`src/rtl/threshold_pkg.sv`:
```
// Shared types and default screen geometry for the threshold selector.
// Holds the selector state enum and the default parameter values used by
// threshold_selector; no ports.
package threshold_pkg;

    typedef enum logic [1:0] {
        ST_SELECT = 2'd0,
        ST_ADJUST = 2'd1,
        ST_LOCKED = 2'd2
    } sel_state_e;

    localparam int DEF_NUM_BOXES   = 4;
    localparam int DEF_PIXEL_WIDTH = 12;
    localparam int DEF_THRESH_STEP = 800;
    localparam int DEF_ADJ_STEP    = 16;

    localparam int DEF_BOX_X0      = 8;
    localparam int DEF_BOX_Y0      = 200;
    localparam int DEF_BOX_W       = 240;
    localparam int DEF_BOX_H       = 320;
    localparam int DEF_BOX_GAP     = 16;
    localparam int DEF_ARROW_Y     = 560;
    localparam int DEF_ARROW_SIZE  = 100;

endpackage

```
`src/rtl/button_edge_detect.sv`:
```
// Turns a debounced button level into a single-cycle press pulse.
//   clk_in    : pixel clock
//   rst_n_in  : synchronous active-low reset
//   level_in  : debounced button level
//   pulse_out : high for the cycle in which level_in is first seen high
module button_edge_detect (
    input  logic clk_in,
    input  logic rst_n_in,
    input  logic level_in,
    output logic pulse_out
);

    logic prev_q;
    // armed_q stays low for the first cycle after reset so a button held
    // through reset is absorbed into prev_q instead of reading as a press.
    logic armed_q;

    always_ff @(posedge clk_in) begin
        if (!rst_n_in) begin
            prev_q  <= 1'b0;
            armed_q <= 1'b0;
        end else begin
            prev_q  <= level_in;
            armed_q <= 1'b1;
        end
    end

    assign pulse_out = armed_q & level_in & ~prev_q;

endmodule

```
`src/rtl/threshold_selector.sv`:
```
// Threshold preview selector: NUM_BOXES side-by-side preview boxes each show
// the frame buffer thresholded at that box's own level. Left/right move the
// selection arrow (SELECT) or nudge the selected threshold (ADJUST); confirm
// cycles SELECT -> ADJUST -> LOCKED -> SELECT.
//   clk_in, rst_n_in            : pixel clock, synchronous active-low reset
//   hcount_in, vcount_in        : raster position
//   left_in/right_in/confirm_in : debounced button levels
//   frame_buff_in               : grayscale pixel at the raster position
//   pixel_out, arrow_out        : registered video outputs (1-cycle latency)
//   select_out, threshold_out   : selected box and its live threshold
//   locked_out                  : high while LOCKED
module threshold_selector
    import threshold_pkg::*;
#(
    parameter int NUM_BOXES   = DEF_NUM_BOXES,
    parameter int PIXEL_WIDTH = DEF_PIXEL_WIDTH,
    parameter int THRESH_STEP = DEF_THRESH_STEP,
    parameter int ADJ_STEP    = DEF_ADJ_STEP,
    parameter int BOX_X0      = DEF_BOX_X0,
    parameter int BOX_Y0      = DEF_BOX_Y0,
    parameter int BOX_W       = DEF_BOX_W,
    parameter int BOX_H       = DEF_BOX_H,
    parameter int BOX_GAP     = DEF_BOX_GAP,
    parameter int ARROW_Y     = DEF_ARROW_Y,
    parameter int ARROW_SIZE  = DEF_ARROW_SIZE
) (
    input  logic                         clk_in,
    input  logic                         rst_n_in,
    input  logic [10:0]                  hcount_in,
    input  logic [9:0]                   vcount_in,
    input  logic                         left_in,
    input  logic                         right_in,
    input  logic                         confirm_in,
    input  logic [PIXEL_WIDTH-1:0]       frame_buff_in,
    output logic                         pixel_out,
    output logic                         arrow_out,
    output logic [$clog2(NUM_BOXES)-1:0] select_out,
    output logic [PIXEL_WIDTH-1:0]       threshold_out,
    output logic                         locked_out
);

    localparam int SEL_W     = $clog2(NUM_BOXES);
    localparam int BOX_PITCH = BOX_W + BOX_GAP;

    localparam logic [SEL_W-1:0]       SEL_LAST = SEL_W'(NUM_BOXES - 1);
    localparam logic [PIXEL_WIDTH:0]   ADJ      = (PIXEL_WIDTH+1)'(ADJ_STEP);
    localparam logic [PIXEL_WIDTH-1:0] PIX_MAX  = '1;

    localparam logic [31:0] ROW_LO   = 32'(BOX_Y0);
    localparam logic [31:0] ROW_HI   = 32'(BOX_Y0 + BOX_H);
    localparam logic [31:0] ARW_X0   = 32'(BOX_X0 + BOX_W/2 - ARROW_SIZE/2);
    localparam logic [31:0] ARW_PIT  = 32'(BOX_PITCH);
    localparam logic [31:0] ARW_LEN  = 32'(ARROW_SIZE);
    localparam logic [31:0] ARW_Y_LO = 32'(ARROW_Y);
    localparam logic [31:0] ARW_Y_HI = 32'(ARROW_Y + ARROW_SIZE);

    // ---------------- button presses ----------------
    logic left_p, right_p, confirm_p;

    button_edge_detect u_left    (.clk_in(clk_in), .rst_n_in(rst_n_in), .level_in(left_in),    .pulse_out(left_p));
    button_edge_detect u_right   (.clk_in(clk_in), .rst_n_in(rst_n_in), .level_in(right_in),   .pulse_out(right_p));
    button_edge_detect u_confirm (.clk_in(clk_in), .rst_n_in(rst_n_in), .level_in(confirm_in), .pulse_out(confirm_p));

    // Simultaneous left+right cancel each other.
    logic go_left, go_right;
    assign go_left  = left_p  & ~right_p;
    assign go_right = right_p & ~left_p;

    // ---------------- FSM ----------------
    sel_state_e state_q, state_d;

    always_ff @(posedge clk_in) begin
        if (!rst_n_in) state_q <= ST_SELECT;
        else           state_q <= state_d;
    end

    always_comb begin
        state_d = state_q;
        if (confirm_p) begin
            case (state_q)
                ST_SELECT: state_d = ST_ADJUST;
                ST_ADJUST: state_d = ST_LOCKED;
                default:   state_d = ST_SELECT;
            endcase
        end
    end

    // ---------------- selection and live thresholds ----------------
    logic [SEL_W-1:0]                        sel_q;
    logic [NUM_BOXES-1:0][PIXEL_WIDTH-1:0]   thresh_q;
    logic [PIXEL_WIDTH-1:0]                  cur_thr;
    logic [PIXEL_WIDTH:0]                    thr_sum, thr_dif;
    logic [PIXEL_WIDTH-1:0]                  thr_up, thr_dn;

    // One extra bit so overflow/underflow shows up as the carry/borrow.
    assign cur_thr = thresh_q[sel_q];
    assign thr_sum = {1'b0, cur_thr} + ADJ;
    assign thr_dif = {1'b0, cur_thr} - ADJ;
    assign thr_up  = thr_sum[PIXEL_WIDTH] ? PIX_MAX : thr_sum[PIXEL_WIDTH-1:0];
    assign thr_dn  = thr_dif[PIXEL_WIDTH] ? '0      : thr_dif[PIXEL_WIDTH-1:0];

    always_ff @(posedge clk_in) begin
        if (!rst_n_in) begin
            sel_q <= '0;
            for (int i = 0; i < NUM_BOXES; i++)
                thresh_q[i] <= PIXEL_WIDTH'((i + 1) * THRESH_STEP);
        end else begin
            case (state_q)
                ST_SELECT: begin
                    if (go_right)     sel_q <= (sel_q == SEL_LAST) ? '0 : sel_q + SEL_W'(1);
                    else if (go_left) sel_q <= (sel_q == '0) ? SEL_LAST : sel_q - SEL_W'(1);
                end
                ST_ADJUST: begin
                    if (go_right)     thresh_q[sel_q] <= thr_up;
                    else if (go_left) thresh_q[sel_q] <= thr_dn;
                end
                default: ;
            endcase
        end
    end

    // ---------------- frame-start snapshot ----------------
    // Drawing uses copies taken at (0,0) so edits never tear a frame.
    logic                                  frame_start;
    logic [NUM_BOXES-1:0][PIXEL_WIDTH-1:0] shadow_q;
    logic [SEL_W-1:0]                      sel_frame_q;

    assign frame_start = (hcount_in == 11'd0) && (vcount_in == 10'd0);

    always_ff @(posedge clk_in) begin
        if (!rst_n_in) begin
            sel_frame_q <= '0;
            for (int i = 0; i < NUM_BOXES; i++)
                shadow_q[i] <= PIXEL_WIDTH'((i + 1) * THRESH_STEP);
        end else if (frame_start) begin
            sel_frame_q <= sel_q;
            shadow_q    <= thresh_q;
        end
    end

    // ---------------- raster geometry ----------------
    logic [31:0]          hx, vy;
    logic                 in_rows;
    logic [NUM_BOXES-1:0] hit;

    assign hx      = 32'(hcount_in);
    assign vy      = 32'(vcount_in);
    assign in_rows = (vy >= ROW_LO) && (vy < ROW_HI);

    for (genvar i = 0; i < NUM_BOXES; i++) begin : g_box
        localparam logic [31:0] XS = 32'(BOX_X0 + i * BOX_PITCH);
        localparam logic [31:0] XE = 32'(BOX_X0 + i * BOX_PITCH + BOX_W);
        assign hit[i] = in_rows && (hx >= XS) && (hx < XE) && (frame_buff_in >= shadow_q[i]);
    end

    logic [31:0] arw_left;
    logic        in_arrow;

    assign arw_left = ARW_X0 + 32'(sel_frame_q) * ARW_PIT;
    assign in_arrow = (hx >= arw_left) && (hx < arw_left + ARW_LEN) &&
                      (vy >= ARW_Y_LO) && (vy < ARW_Y_HI);

    always_ff @(posedge clk_in) begin
        if (!rst_n_in) begin
            pixel_out <= 1'b0;
            arrow_out <= 1'b0;
        end else begin
            pixel_out <= |hit;
            arrow_out <= in_arrow && (state_q != ST_LOCKED);
        end
    end

    assign select_out    = sel_q;
    assign threshold_out = cur_thr;
    assign locked_out    = (state_q == ST_LOCKED);

endmodule

```
`config.mk`:
```
export PLATFORM = sky130hd
export DESIGN_NAME = threshold_selector
export DESIGN_NICKNAME = d
export VERILOG_FILES = /design/src/rtl/threshold_pkg.sv /design/src/rtl/button_edge_detect.sv /design/src/rtl/threshold_selector.sv
export SDC_FILE = /design/constraint.sdc
export NUM_CORES = 1
export LEC_CHECK = 0
export ABC_AREA = 1
export BUFFER_PORTS_ARGS = -buffer_cell sky130_fd_sc_hd__buf_2
export CAP_MARGIN = 0
export CORE_MARGIN = 8
export CORE_UTILIZATION = 60
export DETAILED_ROUTE_END_ITERATION = 16
export PLACE_DENSITY_LB_ADDON = 0.05
export SLEW_MARGIN = 10
export SYNTH_ARGS = -nofsm -noshare
export SYNTH_HDL_FRONTEND = slang
export SYNTH_SLANG_ARGS = --single-unit
```
`constraint.sdc`:
```
create_clock -name clk_in -period 4.07 [get_ports clk_in]
set_input_delay 0.407 -clock clk_in [delete_from_list [all_inputs] [get_ports clk_in]]
set_output_delay 0.407 -clock clk_in [all_outputs]
set_load 0.01 [all_outputs]
```
==> results.md <==
* Status: finished, final reports clean
* Fin util at 66.3%
* Max-slew violation count at 0
* Min Tclk post-route at 2.41 ns
* Main combinational cell family by area after synthesis: simple AND/OR/NAND/NOR gates
* Commonest cells post-synth: 221 x nand2_1, 110 x a21oi_1, 108 x dfxtp_1, 101 x inv_1, 84 x o21ai_0
* Final period util at 59.3%
* Compound-Gate Fraction of Synth Area at 20.0%
* Final net count at 1049
* Final HPWL DP at 12.6 mm
* Max Buffers Root-to-Sink at 2
* Worst min path class: input port to flop
* WL/cell at 15.3 um
* # diodes at 0
* Inserted Clock Buffers at 9
* Post-route ant nets at 0
* CTS H-tree lvls at 3
* Syn nets at 1016
* Async SR Flop Fraction at 0%
* Final WL at 16.8 mm
* Synth top area share at 34.2%
* Core area at 0.0103 sq mm
* Syn_area_per_cell at 6.86 sq um
* Slew @ Worst Pin at 0.899 ns
* Setup TNS Final at 0 ns
* EDFF count, synth at 0
* Worst slack, placed at 1.27 ns
* Max-cap violation count at 0
* Die width at 119 um
* Layout cell share with drive strength beyond 1 at 9.49%
* Slew margin rel. at 39.8%
* Largest net degree at the start of global routing at 84
* Initial drt markers at 527
* Clk sinks at 108
* PortBufs at 54
* Placed inst area at 0.00661 sq mm
* Final setup violation count at 0
* CP required at 4.30 ns
* Critical path type: input port to flop
* Worst skew pair latency at 0.38 ns
* CP Capture Type: flop
* Fmax at 414 MHz
* Crit path arrival time at 2.65 ns
* Vias in the first global route at 5537
* # hold bufs at CTS at 0
* Mapped Cells at 921
* Synth-to-Final Area Change at 7.76%
* DRC Markers at 0
* Post-synthesis mux area share at 0%
* Design Area, Final at 0.00681 sq mm
* Synth warnings at 0
* RSZ-0062 raised after global routing: false
* Die Y at 119 um
* Most used DFF post-synth: dfxtp_1
* Final WS setup at 1.66 ns
* Adder-cell share of the synthesized area at 11.3%
* Drt pass-1 iters at 7
* Yosys cell types at 36
* Final Hold Fails at 0
* CTS root buffer: clkbuf_8
* Sequential fraction of the synthesis area at 34.2%
* GRT Total Usage at 23.4%
* Simple-Gate Fraction of Synth Area at 24.9%
* IO Count at 55
* Initial antenna violation count at 0
* Clock skew at 0.0147 ns
* XOR/XNOR Fraction of Synth Area at 0.416%
* CTS tree: built
* Via density at 5.67
* First-pass GRT wire length at 27.4 mm
* Synth area leader: dfxtp_1
* Most common cell in the synthesized netlist: nand2_1
* Syn Std Cell Area at 0.00632 sq mm
* Register bit count reported by yosys at 108
* Critical path fanouts, max at 58
* Max rail drop VDD at 0.174 mV
* Grt ovf at 0
* CTS resizes at 0
* Setup crit start kind: input port
* Rows at 37
* CTS clk-pin slew, worst paths at 0.10 ns
* Post-CTS Setup Bufs at 0
* Placer Congestion at 0.906
* Pwr/cell area at 326 mW/mm^2
* Die ar. at 0.0141 sq mm
* Detailed-route via count at 6209
* Synth top area cells: dfxtp_1 34%, nand2_1 13%, ha_1 11%
* Initial core utilization at 61.5%
* Leakage at 0.00319 uW
==> worst max-delay path, stage by stage <==
cell,delay (ns)
buf_2,0.12
inv_1,0.11
nand3_1,0.13
nor4_1,0.07
nand2_2,0.65
clkinv_1,0.79
nand2_1,0.23
o211ai_1,0.11
==> where the power goes <==
group          switching, uW  internal, uW
clock                    388           292
sequential              10.4          1070
combinational            317           146
total                    716          1510
==> area by class of cell <==
cell class,instances,area (sq um)
multi-input cells,670,3570
fillers,967,3470
flip-flops and latches,108,2160
inverters,106,398
repair buffers,59,308
well taps,136,170
clock buffers,10,128
clock inverters,6,68.8
==> worst paths after layout <==
kind,startpoint,slack (ns),endpoint,depth (start not counted)
setup / recovery,hcount_in[7],1.66,shadow_q[46]$_SDFFE_PN1P_,8
hold / removal,right_in,0.22,u_right.prev_q$_SDFF_PN0_,3
setup reg to reg,select_out[0]$_SDFFE_PN0P_,1.66,thresh_q[47]$_SDFFE_PN1P_,14
hold reg to reg,shadow_q[40]$_SDFFE_PN0P_,0.47,shadow_q[40]$_SDFFE_PN0P_,2
==> cells in the final DEF, fill, tap and decap left out, types with 3 or more instances in the layout <==
master      n
nand2_1   220
a21oi_1   110
dfxtp_1   108
inv_1     101
o21ai_0    84
nor2_1     66
nand3_1    59
ha_1       57
buf_2      54
o211ai_1   14
o21ai_1    13
clkbuf_8    9
nand4_1     8
nand2_2     5
buf_4       5
a32oi_1     4
nor2_2      3
clkinv_1    3
o21a_1      3
nor3b_1     3
==> kinds of logic after synthesis <==
kind of cell | Yosys count
AND/OR/NAND/NOR | 375
XOR/XNOR | 3
flip-flops | 108
buffers and inverters | 143
adder cells (fa/ha/maj) | 57
AO/OA/AOI/OAI | 235
==> state kept, by name (all words and copies together) (netlist names), 2 cells and up <==
name,count
sel_frame_q,2
state_q,2
thresh_q,48
select_out,2
shadow_q,48
==> layer usage <==
layer	global-route usage, %	wire (um)	up-vias
li1	-	-	3116
met1	32.6	7930	2816
met2	36.3	7400	246
met3	3.86	1210	31
met4	7.04	269	0
met5	0	0	-
==> stage by stage <==
step | hold WS, ns | cells | power (uW)
after floorplan | 0.433 | 921 | 1420
after global placement | 0.445 | 1079 | 1550
after detailed placement | 0.455 | 1079 | 1560
after CTS | 0.214 | 1095 | 2220
after global routing | 0.236 | 1095 | 2320
final | 0.224 | 1095 | 2220
No activity file was read; power rests on OpenSTA's default activity.
